<file path="config.mk">
export PLATFORM = sky130hd
export DESIGN_NAME = cla_addsub_seq
export DESIGN_NICKNAME = d
export VERILOG_FILES = /design/src/rtl/cla_addsub_seq.sv
export SDC_FILE = /design/constraint.sdc
export NUM_CORES = 1
export LEC_CHECK = 0
export BUFFER_PORTS_ARGS = -buffer_cell sky130_fd_sc_hd__buf_2
export CORE_ASPECT_RATIO = 2
export CORE_UTILIZATION = 53
export CTS_BUF_LIST = sky130_fd_sc_hd__clkbuf_4 sky130_fd_sc_hd__clkbuf_8 sky130_fd_sc_hd__clkbuf_16
export DETAILED_ROUTE_END_ITERATION = 10
export GPL_TIMING_DRIVEN = 0
export PLACE_DENSITY = 0.73
export SETUP_SLACK_MARGIN = 0.05
export SLEW_MARGIN = 15
export SYNTH_ARGS = -nofsm -noshare
export SYNTH_HDL_FRONTEND = slang
export SYNTH_SLANG_ARGS = --single-unit
export TNS_END_PERCENT = 100
</file>
<file path="constraint.sdc">
create_clock -name clk -period 2.9 [get_ports clk]
set_input_delay 0.435 -clock clk [delete_from_list [all_inputs] [get_ports clk]]
set_output_delay 0.435 -clock clk [all_outputs]
set_load 0.01 [all_outputs]
</file>
<file path="src/rtl/cla_addsub_seq.sv">
// Multi-cycle add/subtract unit built from 4-bit carry-lookahead groups.
// GROUPS_PER_CYCLE groups are evaluated per clock; the carry between steps
// is held in a register, so a WIDTH-bit operation takes (WIDTH/4)/GROUPS_PER_CYCLE
// cycles after the operands are captured.
//
// Ports:
//   clk, reset          - rising-edge clock, synchronous active-high reset
//   start               - begin an operation (sampled only while idle)
//   a, b                - operands
//   add_sub_control     - 0: a+b, 1: a-b
//   busy                - operation in progress
//   done                - one-cycle pulse when result/flags are updated
//   result              - sum/difference, held between operations
//   carry_out           - carry out of MSB (for subtract, 1 = no borrow)
//   overflow            - signed overflow
//   zero, negative      - status of result
module cla_addsub_seq #(
    parameter int unsigned WIDTH            = 8,
    parameter int unsigned GROUPS_PER_CYCLE = 1
) (
    input  logic             clk,
    input  logic             reset,
    input  logic             start,
    input  logic [WIDTH-1:0] a,
    input  logic [WIDTH-1:0] b,
    input  logic             add_sub_control,
    output logic             busy,
    output logic             done,
    output logic [WIDTH-1:0] result,
    output logic             carry_out,
    output logic             overflow,
    output logic             zero,
    output logic             negative
);

    localparam int unsigned NG       = WIDTH / 4;
    localparam int unsigned IDX_W    = (NG > 1) ? $clog2(NG) : 1;
    localparam int unsigned LAST_IDX = NG - GROUPS_PER_CYCLE;

    localparam logic [0:0] S_IDLE = 1'b0;
    localparam logic [0:0] S_CALC = 1'b1;

    // 4-bit lookahead group: returns {c3, c2, sum[3:0]}; c2 is the carry into bit 3
    function automatic logic [5:0] cla4(input logic [3:0] p, input logic [3:0] g,
                                        input logic cin);
        logic c0, c1, c2, c3;
        logic [3:0] s;
        c0 = g[0] | (p[0] & cin);
        c1 = g[1] | (p[1] & g[0]) | (p[1] & p[0] & cin);
        c2 = g[2] | (p[2] & g[1]) | (p[2] & p[1] & g[0]) | (p[2] & p[1] & p[0] & cin);
        c3 = g[3] | (p[3] & g[2]) | (p[3] & p[2] & g[1]) | (p[3] & p[2] & p[1] & g[0])
           | (p[3] & p[2] & p[1] & p[0] & cin);
        s  = p ^ {c2, c1, c0, cin};
        return {c3, c2, s};
    endfunction

    logic [0:0]       state_q, state_d;
    logic [WIDTH-1:0] a_q, a_d;
    logic [WIDTH-1:0] b_q, b_d;
    logic [WIDTH-1:0] acc_q, acc_d;
    logic             carry_q, carry_d;
    logic [IDX_W-1:0] idx_q, idx_d;
    logic             busy_q, busy_d;
    logic             done_q, done_d;
    logic [WIDTH-1:0] result_q, result_d;
    logic             carry_out_q, carry_out_d;
    logic             overflow_q, overflow_d;
    logic             zero_q, zero_d;
    logic             negative_q, negative_d;

    // datapath of one compute step
    logic [WIDTH-1:0] step_acc;
    logic             step_cin;
    logic             step_msb_cin;
    logic [3:0]       grp_p;
    logic [3:0]       grp_g;
    logic [5:0]       grp_out;
    int unsigned      base;

    // One compute step: GROUPS_PER_CYCLE groups chained combinationally
    always_comb begin
        step_acc     = acc_q;
        step_cin     = carry_q;
        step_msb_cin = 1'b0;
        grp_p        = '0;
        grp_g        = '0;
        grp_out      = '0;
        base         = 0;
        for (int unsigned j = 0; j < GROUPS_PER_CYCLE; j++) begin
            base                = (32'(idx_q) + j) << 2;
            grp_p               = a_q[base +: 4] ^ b_q[base +: 4];
            grp_g               = a_q[base +: 4] & b_q[base +: 4];
            grp_out             = cla4(grp_p, grp_g, step_cin);
            step_acc[base +: 4] = grp_out[3:0];
            step_msb_cin        = grp_out[4];
            step_cin            = grp_out[5];
        end
    end

    // Next-state and output logic
    always_comb begin
        state_d     = state_q;
        a_d         = a_q;
        b_d         = b_q;
        acc_d       = acc_q;
        carry_d     = carry_q;
        idx_d       = idx_q;
        busy_d      = busy_q;
        done_d      = 1'b0;
        result_d    = result_q;
        carry_out_d = carry_out_q;
        overflow_d  = overflow_q;
        zero_d      = zero_q;
        negative_d  = negative_q;

        case (state_q)
            S_IDLE: begin
                if (start) begin
                    a_d     = a;
                    b_d     = b ^ {WIDTH{add_sub_control}};
                    carry_d = add_sub_control;
                    idx_d   = '0;
                    busy_d  = 1'b1;
                    state_d = S_CALC;
                end
            end
            S_CALC: begin
                acc_d   = step_acc;
                carry_d = step_cin;
                if (32'(idx_q) == LAST_IDX) begin
                    // the last group of the final step contains the MSB
                    result_d    = step_acc;
                    carry_out_d = step_cin;
                    overflow_d  = step_msb_cin ^ step_cin;
                    zero_d      = (step_acc == '0);
                    negative_d  = step_acc[WIDTH-1];
                    busy_d      = 1'b0;
                    done_d      = 1'b1;
                    idx_d       = '0;
                    state_d     = S_IDLE;
                end else begin
                    idx_d = idx_q + IDX_W'(GROUPS_PER_CYCLE);
                end
            end
            default: state_d = S_IDLE;
        endcase
    end

    // State register
    always_ff @(posedge clk) begin
        if (reset) begin
            state_q     <= S_IDLE;
            a_q         <= '0;
            b_q         <= '0;
            acc_q       <= '0;
            carry_q     <= 1'b0;
            idx_q       <= '0;
            busy_q      <= 1'b0;
            done_q      <= 1'b0;
            result_q    <= '0;
            carry_out_q <= 1'b0;
            overflow_q  <= 1'b0;
            zero_q      <= 1'b0;
            negative_q  <= 1'b0;
        end else begin
            state_q     <= state_d;
            a_q         <= a_d;
            b_q         <= b_d;
            acc_q       <= acc_d;
            carry_q     <= carry_d;
            idx_q       <= idx_d;
            busy_q      <= busy_d;
            done_q      <= done_d;
            result_q    <= result_d;
            carry_out_q <= carry_out_d;
            overflow_q  <= overflow_d;
            zero_q      <= zero_d;
            negative_q  <= negative_d;
        end
    end

    assign busy      = busy_q;
    assign done      = done_q;
    assign result    = result_q;
    assign carry_out = carry_out_q;
    assign overflow  = overflow_q;
    assign zero      = zero_q;
    assign negative  = negative_q;

endmodule

</file>
==> results.toml, run 1 <==
[clocking]
cts.sinks = 36
clockBufferDepth = 2
post-cts-setup-buffers = 0
cts_tree = "yes"
htree_levels = 2
insertion_delay_ps = 290
root_buffer = "clkbuf_8"
cts_buffers = 5
holdBufCountCts = 0
clkTransAtPathRegs_ps = 70
cts_resized = 0

[detailed_routing]
via_per_inst = 5.35
drtIter0Drc = 24
vias = 1381
routed_wl_um = 3400
dr.pass1.iters = 4
drc = 0
drt.antenna.violating_nets = 0
wl_per_cell_um = 13.2

[placement]
place.port_buffers = 32
hpwl_um = 2670
preCtsSetupSlack_ps = 529
gp_congestion = 0.885
dpl_cell_area_um2 = 1860

[global_route]
overflow = 0
grt_max_degree = 13
antenna_found_initial = 0
grt_pass1_vias = 1289
grtUsageTotal_pct = 21.9
grt_pass1_wl_um = 5530

[critical_path]
rr_startpoint = "idx_q"
cp.required_ps = 3140
end_kind = "register"
rrSetupSlack_ps = 490
critPathLaunchType = "register"
crit_type = "reg2reg"
worstPathMaxFanout = 10
critPathLaunch = "idx_q"
cp_data_arrival_time_ps = 2650

[synthesis]
syn_nets = 214
ys_seq_elements = 36
synth_common_cells = "36 x dfxtp_1, 31 x nand2_1, 19 x a21oi_1"
synth_enable_flop_cells = 0
avgSynthCellArea_um2 = 8.86
netlist_instances = 188
synth_warnings = 0
netlist_top_cells_area = "dfxtp_1 43%, nand2_1 7.0%, a21oi_1 5.7%, a211oi_1 5.0%, xnor2_1 4.7%"
synth.cell_area_um2 = 1670
synth.most_common_cell = "dfxtp_1"
synth.distinct_cells = 36
ys_async_sr_fraction_pct = 0
synth_top_area_share_pct = 43.2
yosysTopAreaCell = "dfxtp_1"
synth-main-ff-cell = "dfxtp_1"
ys_seq_area_share_pct = 43.2

[die]
start_util_pct = 56.0
fp.dieArea_um2 = 3390
core_area_um2 = 2980
fp-row-count = 28
pin_count = 34
die_width_um = 41.7
die_h_um = 81.3

[layout]
finalNetCount = 253
syn_to_final_growth_pct = 18.5
diodes = 0
fin_area_um2 = 1980
utilization_pct = 66.3
drive_above_1_share_pct = 25.9

[sta]
drv_slew = 0
finalSetupViolCount = 0
rsz0062_at_grt = "false"
fin_crit_sh_pct = 83.2
finalHoldViolCount = 0
setup_tns_ps = 0
finalCriticalPeriod_ps = 2410
final.setup.worst_slack_ps = 487
finClkSkew_ps = 4.99
max_freq_mhz = 414
slew-limit-headroom_pct = 67.5
worst_pin_slew_ps = 487

[flow_run]
drv_cap = 0

[hold_path]
hold_start = "a[2]"
hp-class = "in2reg"

[pwr]
p_per_area_nw_per_um2 = 594
leakage_nw = 0.861
vdd_ir_drop_max_mv = 0.518

[status]
outcome = "finished, final reports clean"
[cells by family (layout without fill, tap and decap cells)]
| kind of cell | Yosys count | after routing | synth area share [%] |
|---|---|---|---|
| and+or+nand+nor | 64 | 64 | 16.7 |
| AOI/OAI and AO/OA | 45 | 45 | 18.9 |
| DFF | 36 | 36 | 43.2 |
| buffers and inverters | 19 | 59 | 5.56 |
| xor gates and xnor gates | 9 | 9 | 4.73 |
| muxes | 9 | 9 | 5.86 |
| adders and majority gates | 6 | 6 | 4.96 |
[per-stage QoR]
step / std cells / hold WS [ps] / power, mW
2_1_floorplan: 188 / 433 / 0.694
3_3_place_gp: 250 / 439 / 0.745
3_5_place_dp: 250 / 445 / 0.751
4_1_cts: 258 / 379 / 1.18
5_1_grt: 258 / 396 / 1.22
6_report: 258 / 382 / 1.17
[path summary, 6_finish.rpt]
path | endpoint | cells past startpoint
setup / recovery | zero | 8
hold / removal | a_q[2] | 3
setup reg to reg | zero | 8
hold reg to reg | result[0] | 2
[state kept, by name, indices dropped and copies added (netlist names)]
register / count
state_q: 1
acc_q: 4
overflow: 1
idx_q: 1
result: 8
done: 1
carry_out: 1
a_q: 8
b_q: 8
carry_q: 1
busy: 1
zero: 1
[report_power, final]
group	switching (mW)	internal (mW)	total, mW
clock	0.179	0.254	0.433
sequential	0.0188	0.524	0.543
combinational	0.110	0.0877	0.198
[layer usage]
metal  track usage (%)  wire length, um  vias to the layer above
met4              14.2              136                        0
met5                 0                0                        -
li1                  -                -                      716
met2              42.7             1940                       35
met1              19.4             1230                      620
met3              4.67               98                       10
[placed cells by master, fill, tap and decap left out, types with 2 or more instances in the layout]
master,count
o21a_1,3
and2_1,3
xnor2_1,9
nand2_1,31
a21oi_1,19
a311oi_1,2
buf_4,4
nor2_1,17
dfxtp_1,36
nand3_1,2
nor3_1,2
mux2i_1,3
clkbuf_8,5
buf_2,36
clkbuf_1,4
a211oi_1,11
inv_1,5
a21o_1,2
ha_1,5
nand2b_1,2
nor2b_1,3
mux2_2,6
[cell type report]
type	instances	area, um2
fillers	262	1000
repair buffers	32	160
plain buffers	14	73.8
multi-input cells	133	853
well taps	30	37.5
clock buffers	5	68.8
flip-flops and latches	36	721
inverters	5	18.8
clock inverters	3	42.5
[critical path, cell delays in order (launching register included)]
cell and delay [ps]:
dfxtp_1 380, buf_2 270, mux2i_1 350, inv_1 130
ha_1 320, a21o_1 210, a311o_1 410, a2bb2oi_2 160
a22o_1 130
No activity file was read; power rests on OpenSTA's default activity.
==> inputs of run 2 (changes only) <==
--- a/config.mk
+++ b/config.mk
@@ -5,6 +5,7 @@
 export SDC_FILE = /design/constraint.sdc
 export NUM_CORES = 1
 export LEC_CHECK = 0
+export ABC_AREA = 1
 export BUFFER_PORTS_ARGS = -buffer_cell sky130_fd_sc_hd__buf_2
 export CORE_ASPECT_RATIO = 2
 export CORE_UTILIZATION = 53
==> constraint.sdc (replaced) <==
create_clock -name clk -period 2.3 [get_ports clk]
set_input_delay 0.345 -clock clk [delete_from_list [all_inputs] [get_ports clk]]
set_output_delay 0.345 -clock clk [all_outputs]
set_load 0.01 [all_outputs]
==> run 2 against run 1 <==
Clock skew is 1.4 ps higher. Register-to-register slack worse by 140 ps. Global-route usage is 0.85 points lower. Via count is 7.0% higher. Sequential share of layout area is 0.82 points lower. Critical path type unchanged. Count of clock-buffer cells in the layout stayed put. Largest power group unchanged.
==> results.toml, run 2 <==
[status]
outcome = "finished, final reports clean"

[critical_path]
cp.required_ps = 2490
cp_data_arrival_time_ps = 2150
rrSetupSlack_ps = 340
critPathLaunchType = "register"
worstReg2RegEnd = "acc_q[3]"
rr_startpoint = "idx_q"
crit_type = "reg2reg"
end_kind = "register"
worstPathMaxFanout = 7
worst-r2r-cell-count = 14

[synthesis]
ys_seq_area_share_pct = 42.0
yosysTopAreaCell = "dfxtp_1"
netlist_top_cells_area = "dfxtp_1 42%, nand2_1 12%, o21ai_0 7.6%, nor2_1 6.4%, inv_1 5.0%"
synth.most_common_cell = "nand2_1"
synth_top_area_share_pct = 42.0
ys_seq_elements = 36
synth_common_cells = "54 x nand2_1, 36 x dfxtp_1, 29 x nor2_1"
synth_compound_area_share_pct = 13.9
synth.distinct_cells = 27
synth-main-ff-cell = "dfxtp_1"
synth_enable_flop_cells = 0
synth_warnings = 0
synth-adder-area-share_pct = 4.82
netlist_instances = 230
avgSynthCellArea_um2 = 7.45
synth_xor_area_share_pct = 4.60
syn_nets = 256
synth_top_family_by_area = "simple AND/OR/NAND/NOR gates"
synth.mux.area_fraction_pct = 0
ys_async_sr_fraction_pct = 0
synth.cell_area_um2 = 1710
synthSimpleGateAreaFrac_pct = 24.7

[pwr]
vdd_ir_drop_max_mv = 0.616
p_per_area_nw_per_um2 = 738
leakage_nw = 0.999
power_mw = 1.49

[detailed_routing]
wl_met2_um = 1820
wl_met1_um = 1200
drc = 0
drtIter0Drc = 26
wl_per_cell_um = 10.7
drt.antenna.violating_nets = 0
dr_wl_met3_um = 91
dr.pass1.iters = 4
routed_wl_um = 3220
via_per_inst = 4.93
vias = 1478
dr.max_layer_used = "met4"

[placement]
dpl_cell_area_um2 = 1910
preCtsSetupSlack_ps = 212
gp_congestion = 0.801
hpwl_um = 2620
place.port_buffers = 32

[hold_path]
hold_path_depth = 3
min_to = "a_q[1]"
hp-class = "in2reg"
hold_start = "a[1]"

[layout]
fin_area_um2 = 2020
syn_to_final_growth_pct = 18.1
seqCellArea_um2 = 722
finalNetCount = 295
drive_above_1_share_pct = 21.9
multi_input_area_um2 = 825
layout_common_cells = "54 x nand2_1, 35 x dfxtp_1, 34 x buf_2, 29 x nor2_1, 25 x o21ai_0"
fillers = 323
final_common_cell = "nand2_1"
diodes = 0

[sta]
hold-worst-slack_ps = 304
setup_tns_ps = 0
finalCriticalPeriod_ps = 1960
final.setup.worst_slack_ps = 342
worst_pin_slew_ps = 322
drv_slew = 0
slew-limit-headroom_pct = 78.5
finalHoldViolCount = 0
rsz0062_at_grt = "false"
fin_crit_sh_pct = 85.1
finalSetupViolCount = 0
max_freq_mhz = 511
finClkSkew_ps = 6.41

[die]
pin_count = 34
die_width_um = 42.2
core_area_um2 = 3010
die_h_um = 82.4
start_util_pct = 56.9
fp.dieArea_um2 = 3480
fp-row-count = 28

[clocking]
insertion_delay_ps = 290
clkTransAtPathRegs_ps = 70
cts.sinks = 36
clockBufferDepth = 2
cts_buffers = 5
holdBufCountCts = 0
root_buffer = "clkbuf_8"
htree_levels = 2
cts_tree = "yes"
cts_resized = 0
post-cts-setup-buffers = 0

[global_route]
grt_pass1_vias = 1359
grt_max_degree = 13
antenna_found_initial = 0
grt_pass1_wl_um = 5550
overflow = 0
grtUsageTotal_pct = 21.1

[flow_run]
drv_cap = 0
==> run 2: worst max path at each step <==
| stage | startpoint | to | slack, ps | depth (start not counted) |
|---|---|---|---|---|
| 6_report | idx_q | acc_q[3] | 340 | 14 |
| 5_1_grt | idx_q | acc_q[3] | 100 | 14 |
| 4_1_cts | idx_q | acc_q[3] | 190 | 14 |
| 3_5_place_dp | idx_q | acc_q[3] | 210 | 14 |
| 3_3_place_gp | idx_q | acc_q[3] | 220 | 14 |
| 2_1_floorplan | idx_q | zero | 460 | 13 |
==> run 2: stage by stage <==
| stage | cells | util (%) |
|---|---|---|
| 6_report | 300 | 67.2 |
| 5_1_grt | 300 | 67.2 |
| 4_1_cts | 300 | 67.2 |
| 3_5_place_dp | 292 | 63.5 |
| 3_3_place_gp | 292 | 63.5 |
| 2_1_floorplan | 230 | - |
==> run 2: per-layer routing <==
metal  vias to the layer above  global-route usage (%)
li1                        802                       -
met1                       630                    19.7
met2                        34                    40.9
met3                        12                    4.78
met4                         0                    11.3
met5                         -                       0
==> run 2: kinds of logic after synthesis <==
kind of cell	count (synthesis)
and+or+nand+nor	98
AOI/OAI and AO/OA	46
DFF	36
buffers and inverters	35
xor gates and xnor gates	9
adders and majority gates	6
==> run 2: critical path, stage by stage, from the launching register on <==
cell,delay [ps]
dfxtp_2,410
inv_1,150
or2_1,240
o21ai_2,80
inv_1,80
ha_1,320
nand2_1,60
nand2_1,60
nand2_1,60
nand2_1,90
nand2_1,70
nand2_1,90
nand2_1,60
nand2_1,50
inv_1,30
==> run 2: cell type report <==
cell class / instances / area share, %
Inverter: 27 / 5.13
Timing Repair Buffer: 32 / 7.91
Sequential cell: 36 / 35.7
Buffer: 8 / 3.21
Clock buffer: 5 / 3.40
Tap cell: 30 / 1.85
Multi-Input combinational cell: 159 / 40.7
Clock inverter: 3 / 2.10
==> run 2: power by group <==
group | leakage (nW) | switching [mW] | internal [mW]
Combinational | 0.649 | 0.156 | 0.106
Clock | 0.0541 | 0.223 | 0.321
Sequential | 0.296 | 0.0237 | 0.664
==> inputs of run 3 (changes only) <==
--- a/config.mk
+++ b/config.mk
@@ -8,11 +8,11 @@
 export ABC_AREA = 1
 export BUFFER_PORTS_ARGS = -buffer_cell sky130_fd_sc_hd__buf_2
 export CORE_ASPECT_RATIO = 2
-export CORE_UTILIZATION = 53
+export CORE_UTILIZATION = 57
 export CTS_BUF_LIST = sky130_fd_sc_hd__clkbuf_4 sky130_fd_sc_hd__clkbuf_8 sky130_fd_sc_hd__clkbuf_16
 export DETAILED_ROUTE_END_ITERATION = 10
 export GPL_TIMING_DRIVEN = 0
-export PLACE_DENSITY = 0.73
+export PLACE_DENSITY = 0.78
 export SETUP_SLACK_MARGIN = 0.05
 export SLEW_MARGIN = 15
 export SYNTH_ARGS = -nofsm -noshare
==> constraint.sdc (replaced) <==
create_clock -name clk -period 2.4 [get_ports clk]
set_input_delay 0.36 -clock clk [delete_from_list [all_inputs] [get_ports clk]]
set_output_delay 0.36 -clock clk [all_outputs]
set_load 0.01 [all_outputs]
==> run 3 against run 2 <==
Clock power rose by 36%. First-iteration DRC count decreased by 3.8%. Core utilization up 6.7 points. Sequential cell count is the same. Via count increased by 3.0%. Largest cell class unchanged. Wire length rose by 6.2%. Critical endpoint unchanged. Register-to-register slack improved by 40 ps. Highest routed layer unchanged. Non-clock buffer count is the same. Critical path depth did not move. Critical path type unchanged.
==> results.toml, run 3 (same netlist as run 2, synthesis figures left out) <==
[pwr]
vdd_ir_drop_max_mv = 0.755
power_mw = 1.66
p_seq_share_pct = 39.8
p_int_mw = 1.26
sw_frac_of_total_pct = 24.0
switchingPower_mw = 0.397
leakage_nw = 1.02
p_per_area_nw_per_um2 = 799
pwr-share-clk_pct = 44.7
power_frac_comb_pct = 15.4

[critical_path]
critPathLaunchType = "register"
end_kind = "register"
worstReg2RegEnd = "acc_q[3]"
cp.required_ps = 2600
cp_data_arrival_time_ps = 2220
rr_startpoint = "idx_q"
cp-endpoint = "acc_q[3]"
worst-r2r-cell-count = 14
worstPathMaxFanout = 7
critPathLaunch = "idx_q"
crit_type = "reg2reg"
rrSetupSlack_ps = 380

[clocking]
insertion_delay_ps = 290
root_buffer = "clkbuf_8"
post-cts-setup-buffers = 0
cts_resized = 0
cts_buffers = 5
clkTransAtPathRegs_ps = 80
cts_tree = "yes"
htree_levels = 2
clockBufferDepth = 2
holdBufCountCts = 0
cts.sinks = 36

[die]
fp-row-count = 27
start_util_pct = 61.1
die_width_um = 40.8
fp.dieArea_um2 = 3240
die_h_um = 79.6
pin_count = 34
core_area_um2 = 2800

[layout]
finalNetCount = 295
diodes = 0
syn_to_final_growth_pct = 20.8
utilization_pct = 73.9
final_common_cell = "nand2_1"
layout_common_cells = "54 x nand2_1, 35 x dfxtp_1, 34 x buf_2, 29 x nor2_1, 26 x o21ai_0"
drive_above_1_share_pct = 21.9

[sta]
setup_tns_ps = 0
fin_crit_sh_pct = 84.1
finalSetupViolCount = 0
finalCriticalPeriod_ps = 2020
drv_slew = 0
finClkSkew_ps = 9.46
rsz0062_at_grt = "false"
slew-limit-headroom_pct = 78.3
worst_pin_slew_ps = 322
max_freq_mhz = 495
finalHoldViolCount = 0

[detailed_routing]
wl_per_cell_um = 11.4
routed_wl_um = 3420
drtIter0Drc = 25
dr.pass1.iters = 4
vias = 1523
drt.antenna.violating_nets = 0
via_per_inst = 5.09
drc = 0

[placement]
gp_congestion = 0.826
hpwl_um = 2650
place.port_buffers = 32

[global_route]
grt_pass1_wl_um = 5750
antenna_found_initial = 0
grt_max_degree = 13
grt_pass1_vias = 1309
overflow = 0
grtUsageTotal_pct = 26.3

[hold_path]
hp-class = "in2reg"

[flow_run]
drv_cap = 0

[status]
outcome = "finished, final reports clean"
## run 3: changes by cell type in the layout (fill, tap and decap cells not counted), sizes merged
cell / change
clkinvlp: -1
bufinv: +2
clkinv: -1
## run 3: stage by stage
stage / setup slack, ps / cell area, um2 / hold slack [ps] / instances
finish: 381 / 2070 / 314 / 299
global route: 180 / 2070 / 321 / 299
CTS: 248 / 2070 / 311 / 299
detailed placement: 278 / 1910 / 436 / 291
global placement: 304 / 1910 / 432 / 291
floorplan: 556 / 1710 / 439 / 230
## run 3: cell type report
type                    instances  area (um2)
inverters                      27         104
clock buffers                   5        68.8
multi-input cells             159         825
clock inverters                 3        90.1
plain buffers                   8        65.1
flip-flops and latches         36         722
fillers                       251         733
repair buffers                 32         160
well taps                      29        36.3
## run 3: power groups by stage
stage / clock, mW / combinational, mW / sequential, mW
floorplan: 0 / 0.185 / 0.670
global placement: 0 / 0.248 / 0.671
detailed placement: 0 / 0.254 / 0.672
CTS: 0.749 / 0.256 / 0.660
global route: 0.772 / 0.296 / 0.664
finish: 0.740 / 0.255 / 0.660
## run 3: worst max-delay path, cell delays in order, from the launching register on
cell     delay, ps
dfxtp_2        410
inv_1          150
or2_1          240
o21ai_2         90
inv_1           90
ha_1           330
nand2_1         60
nand2_1         60
nand2_1         60
nand2_1         90
nand2_1         70
nand2_1        100
nand2_1         60
nand2_1         50
inv_1           30
## run 3: worst min-delay path by stage
stage	endpoint	start	cells after the start	slack (ps)
finish	a_q[5]	a[5]	3	310
global route	a_q[5]	a[5]	3	320
CTS	a_q[5]	a[5]	3	310
detailed placement	overflow	overflow	2	440
global placement	result[4]	result[4]	2	430
floorplan	acc_q[0]	acc_q[0]	2	440
## run 3: layer usage
metal	routed length, um	part of all wire, %	track usage (%)
met5	0	0	0
met4	125	3.7	15.7
met3	93	2.7	5.85
met2	1940	57	44.6
met1	1260	37	26.5
